File: config.mk
export PLATFORM = sky130hd
export DESIGN_NAME = mux_select_rr_arbiter
export DESIGN_NICKNAME = d
export VERILOG_FILES = /design/src/rtl/mux_select_rr_arbiter.sv
export SDC_FILE = /design/constraint.sdc
export NUM_CORES = 1
export LEC_CHECK = 0
export ABC_AREA = 1
export CORE_MARGIN = 8
export CORE_UTILIZATION = 45
export CTS_CLUSTER_SIZE = 14
export DETAILED_ROUTE_END_ITERATION = 8
export PLACE_DENSITY_LB_ADDON = 0.05
export SLEW_MARGIN = 25
export SYNTH_ARGS = -nofsm -noshare
export SYNTH_HDL_FRONTEND = slang
export SYNTH_SLANG_ARGS = --single-unit
File: constraint.sdc
create_clock -name CLK -period 1.5 [get_ports CLK]
set_clock_uncertainty 0.1 [all_clocks]
set_input_delay 0.225 -clock CLK [delete_from_list [all_inputs] [get_ports CLK]]
set_output_delay 0.225 -clock CLK [all_outputs]
set_load 0.05 [all_outputs]
File: src/rtl/mux_select_rr_arbiter.sv
// Round-robin owner of the shared 2:1 mux path: steers S toward the granted
// requester, enforces a hold limit against starvation and registers the returned Z.
module mux_select_rr_arbiter #(
    parameter int MAX_HOLD = 8,
    parameter int CNT_W    = 8
) (
    input  logic CLK,
    input  logic RST_N,
    input  logic REQ_A,
    input  logic REQ_B,
    input  logic DONE,
    input  logic Z_IN,
    output logic S,
    output logic GNT_A,
    output logic GNT_B,
    output logic BUSY,
    output logic Z_Q,
    output logic Z_VALID
);

    // One-hot-style encoding so each grant is a plain flop output.
    localparam logic [1:0] IDLE  = 2'b00;
    localparam logic [1:0] OWN_A = 2'b01;
    localparam logic [1:0] OWN_B = 2'b10;

    localparam logic             PREEMPT_EN = (MAX_HOLD != 0);
    localparam logic [CNT_W-1:0] HOLD_MAX   = CNT_W'(MAX_HOLD);
    localparam logic [CNT_W-1:0] HOLD_LAST  = CNT_W'((MAX_HOLD == 0) ? 0 : MAX_HOLD - 1);

    logic [1:0]       state;
    logic [1:0]       state_nxt;
    logic             last;
    logic [CNT_W-1:0] hold_cnt;
    logic             hold_expired;

    function automatic logic [CNT_W-1:0] sat_inc(input logic [CNT_W-1:0] v);
        return (v >= HOLD_MAX) ? HOLD_MAX : v + CNT_W'(1);
    endfunction

    // The >= also catches a requester that shows up after the count has saturated.
    assign hold_expired = PREEMPT_EN && (hold_cnt >= HOLD_LAST);

    always_comb begin
        state_nxt = state;
        case (state)
            IDLE: begin
                if (REQ_A && REQ_B)
                    state_nxt = last ? OWN_A : OWN_B;
                else if (REQ_A)
                    state_nxt = OWN_A;
                else if (REQ_B)
                    state_nxt = OWN_B;
            end
            OWN_A: begin
                if (DONE || !REQ_A || (REQ_B && hold_expired))
                    state_nxt = REQ_B ? OWN_B : IDLE;
            end
            OWN_B: begin
                if (DONE || !REQ_B || (REQ_A && hold_expired))
                    state_nxt = REQ_A ? OWN_A : IDLE;
            end
            default: state_nxt = IDLE;
        endcase
    end

    always_ff @(posedge CLK or negedge RST_N) begin
        if (!RST_N) begin
            state    <= IDLE;
            S        <= 1'b0;
            last     <= 1'b1;
            hold_cnt <= '0;
        end else begin
            state <= state_nxt;
            if (state_nxt == OWN_A && state != OWN_A) begin
                S        <= 1'b0;
                last     <= 1'b0;
                hold_cnt <= '0;
            end else if (state_nxt == OWN_B && state != OWN_B) begin
                S        <= 1'b1;
                last     <= 1'b1;
                hold_cnt <= '0;
            end else if (state != IDLE) begin
                hold_cnt <= sat_inc(hold_cnt);
            end
        end
    end

    // Capture stage: samples Z while a grant is live, so it lags the grant by one cycle.
    always_ff @(posedge CLK or negedge RST_N) begin
        if (!RST_N) begin
            Z_Q     <= 1'b0;
            Z_VALID <= 1'b0;
        end else begin
            if (state != IDLE)
                Z_Q <= Z_IN;
            Z_VALID <= (state != IDLE);
        end
    end

    assign GNT_A = state[0];
    assign GNT_B = state[1];
    assign BUSY  = |state;

endmodule
======== Yosys cells after proc, flatten, opt, wreduce, memory -nomap -nowiden ========
Index checks and enable logic that the tools add are counted.
word-level totals
  bits in registers ....................... 14
  input port bits ......................... 6
  output and inout bits ................... 6
  word-level logic and storage cells ...... 46
cells by class
  add/subtract/negate cells ............... 1
  $lt $le $gt $ge ......................... 2
  equal/unequal tests ..................... 6
  mux-type cells .......................... 15
  reductions and logical operators ........ 16
operator list
  operator                                                                 number
  8-bit 2-to-1 mux                                                         4
  2-bit 2-to-1 mux                                                         7
  8-bit by 1-bit adder with 8-bit output, second input constant            1
  8-bit by 3-bit >= comparator with 1-bit output, second input constant    1
  8-bit by 4-bit >= comparator with 1-bit output, second input constant    1
  2-bit case mux with 3 select lines                                       1
  1-bit logical AND                                                        5
  2-bit by 1-bit equality test with 1-bit output, second input constant    2
  2-bit equality test, second input constant                               2
  1-bit logical OR                                                         4
  2-bit nonzero test                                                       2
  1-bit 2-to-1 mux                                                         3
  3-bit nonzero test                                                       1
  1-bit logical NOT                                                        2
  2-bit logical NOT                                                        1
  2-bit by 1-bit inequality test with 1-bit output, second input constant  1
  2-bit inequality test, second input constant                             1
  2-bit OR reduction                                                       1

======== Longest topological paths before layout ========
Gate-level depths: netlist of the first run.
  depth after elaboration ................. 9
  gate-level depth with buffers ........... 10
  depth with buffers taken out ............ 10

======== Worst setup path after synthesis of the first run ========
No wires, ideal clock.
  kind .................................... reg-to-reg
  start ................................... register state[1]
  end ..................................... register hold_cnt[0]
  setup time .............................. 0.069 ns
  arrival ................................. 1.593 ns
  data required time ...................... 1.331 ns
  path slack .............................. -0.262 ns
  stages on the path, launching flop included .. 7
  buffers on the path ..................... 0
  period minus slack after synthesis ...... 1.762 ns
  cell sequence ........................... dfrtp_1 > nor2_4 > inv_2 > nor2_2 > a21oi_4 > nand2_4 > nor2_2
on the way
  cells in the longest elaborated chain, start to end .. 8
  elaborated cells between the ends (all ways) .. 19
  classes of those cells .................. 6 x eq/ne; 8 x mux; 5 x reduce/logical
ends and longest elaborated chain
  item                                RTL line  text
  from (decl)                         30        logic [1:0] state;
  from (signal assigned)              73        state <= state_nxt;
  2-bit 2-to-1 mux                    51        else if (REQ_B)
  2-bit 2-to-1 mux                    49        else if (REQ_A)
  2-bit 2-to-1 mux                    47        if (REQ_A && REQ_B)
  2-bit case mux with 3 select lines  45        case (state)
  2-bit equality test                 78        end else if (state_nxt == OWN_B && state != OWN_B) begin
  1-bit logical AND                   78
  8-bit 2-to-1 mux                    78
  8-bit 2-to-1 mux                    74        if (state_nxt == OWN_A && state != OWN_A) begin
  to (signal assigned)                83        hold_cnt <= sat_inc(hold_cnt);
  to (decl)                           33        logic [CNT_W-1:0] hold_cnt;
Parallel ways exist; a longest one is shown, timed or not.
A chain may end at the register's enable or synchronous reset.

======== Worst setup path in the final report of the first run ========
  start ................................... register hold_cnt[1]
  end ..................................... register S
on the way
  cells in the longest elaborated chain, start to end .. 8
  elaborated cells between the ends (all ways) .. 14
  classes of those cells .................. 1 x order compare; 2 x eq/ne; 4 x mux; 7 x reduce/logical
ends and longest elaborated chain
  item                                                                                          RTL line  text
  8-bit by 3-bit >= comparator with 1-bit output *                                              41        assign hold_expired = PREEMPT_EN && (hold_cnt >= HOLD_LAST);
  1-bit logical AND, on equally long branches                                                   59, 55
  1-bit logical OR, on equally long branches                                                    59, 55
  2-bit 2-to-1 mux, on equally long branches                                                    59, 55
  2-bit case mux with 3 select lines *                                                          45
  named net state_nxt[0]                                                                        31        logic [1:0] state_nxt;
  2-bit by 1-bit equality test with 1-bit output / 2-bit equality test (equally long branches)  74, 78
  1-bit logical AND, on equally long branches                                                   74, 78
  1-bit 2-to-1 mux / 2-bit nonzero test (equally long branches)                                 --
  to (signal assigned)                                                                          69        S <= 1'b0;
  to (signal assigned)                                                                          75        S <= 1'b0;
  to (signal assigned)                                                                          79        S <= 1'b1;
  to (decl)                                                                                     13        output logic S,
The timed path passes the listed nets; every way through them passes the cells marked *.

==> flow_metrics.tcl, run 1 <==
set metrics [dict create \
    diodes 0 \
    drc_errors 0 \
    r2r_cells 10 \
    drt_iter0_markers 19 \
    htree_num_levels 1 \
    grt_pass1_vias 600 \
    period_share_pct 106.1 \
    cts_buffers 3 \
    fmax_mhz 628.4 \
    worst-path-max-fanout 4 \
    drtPass1Iterations 4 \
    finalMaxSlewViolations 0 \
    power.switching_mw 1.009 \
    tritoncts "built" \
    synthSimpleGateAreaFrac_pct 34.29 \
    dpl.hpwl_um 1139 \
    start_util_pct 48.60 \
    power_density_nw_per_um2 2030 \
    synth_compound_area_share_pct 9.797 \
    ys_ff_latch 14 \
    die_height_um 56.57 \
    path_cells "ha_2 -> nand2_2 -> nand2_4 -> o21bai_4 -> nand3_1 -> nand3_2 -> nand2_4 -> buf_4 -> nand2_1 -> nand2_1" \
    synth_area_per_cell_um2 8.924 \
    synth_adder_area_share_pct 3.378 \
    fin_nets 122 \
    cts.path.max_buffers 2 \
    status "finished with violations" \
    tightest_slew_ps 251.3 \
    startpoint "hold_cnt[1]$_DFFE_PN0P_" \
    crit_family "simple AND/OR/NAND/NOR gates" \
    numPortBuffers 11 \
    relSlewSlack_pct 83.21 \
    critPathMaxStageDelay_ps 390 \
    share_comb_of_total_power_pct 62.4 \
    grt_usage_pct 9.909 \
    dieArea_um2 3200 \
    seq_power_share_pct 26.1 \
    regToRegStartpoint "hold_cnt[1]$_DFFE_PN0P_" \
    synth-xor-area-share_pct 0 \
    grt_pass1_wl_um 2553 \
    clk_latency_ps 270 \
    synth_top_family_by_area "simple AND/OR/NAND/NOR gates" \
    hold_class "primary input to asynchronous set/reset pin" \
    ant_nets 0 \
    ir_drop_v 0.001520 \
    p_int_mw 1.254 \
    cts_root_buf "clkbuf_4" \
    routed_wl_um 1498 \
    ys_warn_count 0 \
    routabilityCongestion 0.7934 \
    num_rows 14 \
    hold_buffers 0 \
    synthCells 83 \
    synthesis.nets 91 \
    cp-end-kind "flop" \
    rsz0062_at_grt "true" \
    synth-seq-area-share_pct 47.47 \
    final_cells 129 \
    synth.distinct_cells 21 \
    hold_viol_final 0 \
    fin_ws_ps -91.32 \
    io_pins 12 \
    p_leak_nw 0.5301 \
    wire_per_inst_um 11.61 \
    min_period_ps 1591 \
    p_total_mw 2.263 \
    die_w_um 56.57 \
    worst-path-buf-inv 1 \
    setup_viol 10 \
    p_sw_share_pct 44.58 \
    power_frac_clock_pct 11.5 \
    core_area_um2 1524 \
    violations "setup timing" \
    muxShareOfSynthArea_pct 0 \
    vias 635 \
    drive_gt1_share_pct 48.67 \
    clkSinkCount 14 \
    synth_area_um2 740.7 \
    worst-r2r-setup-slack_ps -90 \
    worstSetupStartpointType "flop" \
    drt-vias-per-instance 4.922 \
    cap_viol_max_count 0 \
    slowest_stage "dfrtp_1" \
    path_class "flop to flop" \
    crit_arrival_ps 1650 \
    fillCellCount 102 \
    gr-total-overflow 0 \
    dp_cells 119 \
    clk_pin_slew_ps 80 \
    antenna_found_initial 0 \
    cp.required_ps 1560 \
    worst_r2r_endpoint "S$_DFFE_PN0P_" \
    grt_max_degree 15 \
    area_growth_pct 50.51 \
]
==> kinds of logic after synthesis <==
group,count (synthesis)
AO/OA/AOI/OAI,9
adder cells (fa/ha/maj),2
buffers and inverters,10
flip-flops,14
AND/OR/NAND/NOR,48
==> power by group through the flow <==
stage               registers, mW  logic [mW]  clock network (mW)
finish                      0.590        1.41               0.261
global route                0.606        1.50               0.289
CTS                         0.600        1.32               0.277
detailed placement          0.619        1.27                   0
global placement            0.617        1.26                   0
floorplan                   0.810       0.548                   0
==> per-layer routing <==
layer	vias to the layer above	global-route usage, %	wire (µm)	share of wire, %
li1	325	-	-	-
met5	-	0	0	0
met3	4	2.472	44	2.9
met4	0	6.186	25	1.7
met1	298	11.45	686	46
met2	8	15.83	741	49
==> cell usage in the layout, fill, tap and decap left out, types with 3 or more instances in the layout <==
cell,instances
nor2_2,12
dfrtp_1,11
clkbuf_4,3
buf_12,5
buf_4,16
inv_1,8
clkdlybuf4s50_1,5
nand3_1,4
nand2_4,3
nand2_2,3
nor2_1,6
nand2_1,15
==> synthesized netlist by cell type <==
library cell  count  area, µm²
nor2_2           10      62.56
nor2_4            1      11.26
ha_1              2      25.02
nand3_2           2      20.02
nor3_1            1      5.000
inv_1             8      30.03
nor2_1            8      30.03
a21oi_4           1      16.27
inv_2             2      7.510
nand2_1          17      63.81
nand2_4           2      22.52
nand2_2           2      12.51
nor4_1            1      6.260
dfrtp_1          13      325.3
nand3_1           4      20.02
o21bai_2          2      22.52
a31oi_1           1      6.260
a22oi_1           1      7.510
o21ai_0           2      10.01
a21oi_1           2      10.01
dfstp_2           1      26.28
==> how the worst max path moves through the flow <==
stage | slack, ps | cells after the start | to
after floorplan | 0.8 | 6 | hold_cnt[3]$_DFFE_PN0P_
after global placement | -120 | 7 | hold_cnt[0]$_DFFE_PN0P_
after detailed placement | -160 | 7 | hold_cnt[5]$_DFFE_PN0P_
after CTS | -70 | 8 | hold_cnt[5]$_DFFE_PN0P_
after global routing | -210 | 11 | S$_DFFE_PN0P_
final | -90 | 10 | S$_DFFE_PN0P_
==> cell type report <==
class                   count  area, µm²  area share [%]
clock buffers               4      36.28           3.255
inverters                  10      42.54           3.816
multi-input cells          59      391.6           35.13
flip-flops and latches     14      354.1           31.76
well taps                  16      20.02           1.796
repair buffers             26      270.3           24.24
==> stage by stage <==
step	area (µm²)	worst slack (ps)	setup TNS [ps]	util (%)	hold WS, ps
after global placement	996.0	-119.9	-1076	65.35	354.3
final	1115	-91.32	-628.3	73.15	142.9
after floorplan	750.7	0.8497	0	-	-170.6
after CTS	1080	-68.51	-331.1	70.85	134.1
after detailed placement	996.0	-157.1	-1380	65.35	362.1
after global routing	1115	-209.2	-1922	73.15	155.0
==> sequential cells by signal, summed over array words and instances, names as in the netlist <==
name,count
hold_cnt,8
last,1
state,2
Z_VALID,1
Z_Q,1
S,1
==> repair_timing <==
action | 4_1_cts | 5_1_grt
resized for setup | 5 | 3
buffers inserted | 3 | 3
pin swaps | 5 | 6
endpoints found under the setup margin | 11 | 12
Note: power is estimated with default switching activity, not from simulation.
==> inputs of run 2 (changes only) <==
- CORE_UTILIZATION: 45 -> 48
- CTS_BUF_LIST: not set -> sky130_fd_sc_hd__clkbuf_4
==> run 2 against run 1 <==
Net effect:
- the run still ends with setup timing left
- first-iteration DRC count fell by 37%
- global-route usage rose by 1.3 points
- die area fell by 4.5%
- fmax rose by 1.2%
- critical path type unchanged
- clock power fell by 21%
- largest power group unchanged
- largest cell class unchanged
==> flow_metrics.tcl, run 2 (same netlist as run 1, synthesis figures left out) <==
set metrics [dict create \
    routabilityCongestion 0.7995 \
    core_area_um2 1471 \
    cts.path.max_buffers 2 \
    dpl.hpwl_um 1251 \
    drt_iter0_markers 12 \
    p_sw_share_pct 45.57 \
    htree_num_levels 1 \
    cts_buffers 3 \
    regMostFlops "hold_cnt" \
    crit_arrival_ps 1620 \
    antenna_found_initial 0 \
    num_rows 14 \
    power.switching_mw 1.037 \
    layout_commonest_cell "buf_4" \
    clk_latency_ps 270 \
    die_w_um 55.28 \
    fmax_mhz 636.2 \
    fin_ws_ps -71.83 \
    clkSinkCount 14 \
    grt_pass1_vias 669 \
    p_leak_nw 0.5353 \
    numPortBuffers 11 \
    hold_ws_ps 150.8 \
    dieArea_um2 3056 \
    path_class "flop to flop" \
    finalMaxSlewViolations 0 \
    drive_gt1_share_pct 47.83 \
    vias 660 \
    diodes 0 \
    power_frac_clock_pct 9.1 \
    routed_wl_um 1656 \
    ant_nets 0 \
    final_cell_mix "buf_4, nand2_1, dfrtp_1" \
    share_comb_of_total_power_pct 64.5 \
    cp.required_ps 1550 \
    tritoncts "built" \
    period_share_pct 104.8 \
    cp-end-kind "flop" \
    seq_power_share_pct 26.4 \
    ir_drop_v 0.001560 \
    slowest_stage "dfrtp_1" \
    startpoint "hold_cnt[0]$_DFFE_PN0P_" \
    setup_tns_ps -438.2 \
    setup_viol 11 \
    critPathMaxStageDelay_ps 380 \
    cts_root_buf "clkbuf_4" \
    drtPass1Iterations 6 \
    path_cells "ha_2 -> nand2_2 -> nand2_4 -> o21bai_4 -> nand2_2 -> a21oi_4 -> buf_4 -> a22oi_2" \
    grt_pass1_wl_um 2877 \
    reg_top3 "hold_cnt x8, state x2" \
    drt-vias-per-instance 5.038 \
    fin_area_um2 1121 \
    power_density_nw_per_um2 2029 \
    area_growth_pct 51.35 \
    hold_buffers 0 \
    min_period_ps 1572 \
    worstSetupStartpointType "flop" \
    start_util_pct 50.34 \
    gr-total-overflow 0 \
    cpMostUsedCell "nand2_2" \
    dp_cells 119 \
    grt_max_degree 15 \
    fin_nets 124 \
    tightest_slew_ps 270.8 \
    wire_per_inst_um 12.64 \
    clk_pin_slew_ps 80 \
    io_pins 12 \
    grt_usage_pct 11.19 \
    largest_reg_flops 8 \
    hold_viol_final 0 \
    final_cells 131 \
    regToRegStartpoint "hold_cnt[0]$_DFFE_PN0P_" \
    status "finished with violations" \
    relSlewSlack_pct 81.76 \
    rsz0062_at_grt "true" \
    die_height_um 55.28 \
    place_area_um2 996.0 \
    worst-path-max-fanout 4 \
    p_int_mw 1.238 \
    hold_class "primary input to asynchronous set/reset pin" \
    drc_errors 0 \
    violations "setup timing" \
    cap_viol_max_count 0 \
]
## run 2: power groups by stage
stage | Sequential (mW) | Combinational [mW] | Clock, mW
after floorplan | 0.810 | 0.548 | 0
after global placement | 0.616 | 1.25 | 0
after detailed placement | 0.627 | 1.27 | 0
after CTS | 0.610 | 1.38 | 0.218
after global routing | 0.613 | 1.57 | 0.235
final | 0.601 | 1.47 | 0.206
## run 2: layout make-up
| class | instances | area, µm² |
|---|---|---|
| Clock buffer | 3 | 22.52 |
| Clock inverter | 1 | 3.754 |
| Fill cell | 109 | 350.3 |
| Inverter | 10 | 42.54 |
| Multi-Input combinational cell | 59 | 389.1 |
| Sequential cell | 14 | 354.1 |
| Tap cell | 16 | 20.02 |
| Timing Repair Buffer | 28 | 289.0 |
## run 2: worst max-delay path: cells and delay by family (launching register included)
kind | cells | cell delay [ps]
AO/OA/AOI/OAI | 3 | 400
flip-flops | 1 | 380
AND/OR/NAND/NOR | 3 | 230
adder cells (fa/ha/maj) | 1 | 190
buffers and inverters | 1 | 150
## run 2: metrics by stage
step	total power [mW]	worst slack, ps	utilization, %
after detailed placement	1.899	-142.8	67.69
after global placement	1.867	-118.9	67.69
after floorplan	1.358	0.8497	-
after global routing	2.413	-146.0	76.19
final	2.275	-71.83	76.19
after CTS	2.212	-94.12	73.55
## run 2: layer usage
| layer | vias up | global-route usage (%) | share of wire [%] |
|---|---|---|---|
| li1 | 329 | - | - |
| met1 | 318 | 12.11 | 41 |
| met2 | 11 | 18.91 | 53 |
| met3 | 2 | 3.425 | 4.9 |
| met4 | 0 | 5.986 | 1.3 |
| met5 | - | 0 | 0 |
## run 2: final timing paths
path | cells after the start | end | slack, ps
max in group asynchronous | 2 | last$_DFFE_PN1P_ | 920
setup reg to reg | 8 | state[1]$_DFF_PN0_ | -70
hold / removal | 2 | hold_cnt[6]$_DFFE_PN0P_ | 150
min in group CLK | 2 | last$_DFFE_PN1P_ | 380
hold reg to reg | 2 | last$_DFFE_PN1P_ | 380
setup / recovery | 8 | state[1]$_DFF_PN0_ | -70
## run 2: timing repair
action	4_1_cts	5_1_grt
resized for setup	3	5
setup buffers	6	2
endpoints found under the setup margin	12	12
pin swaps	7	4
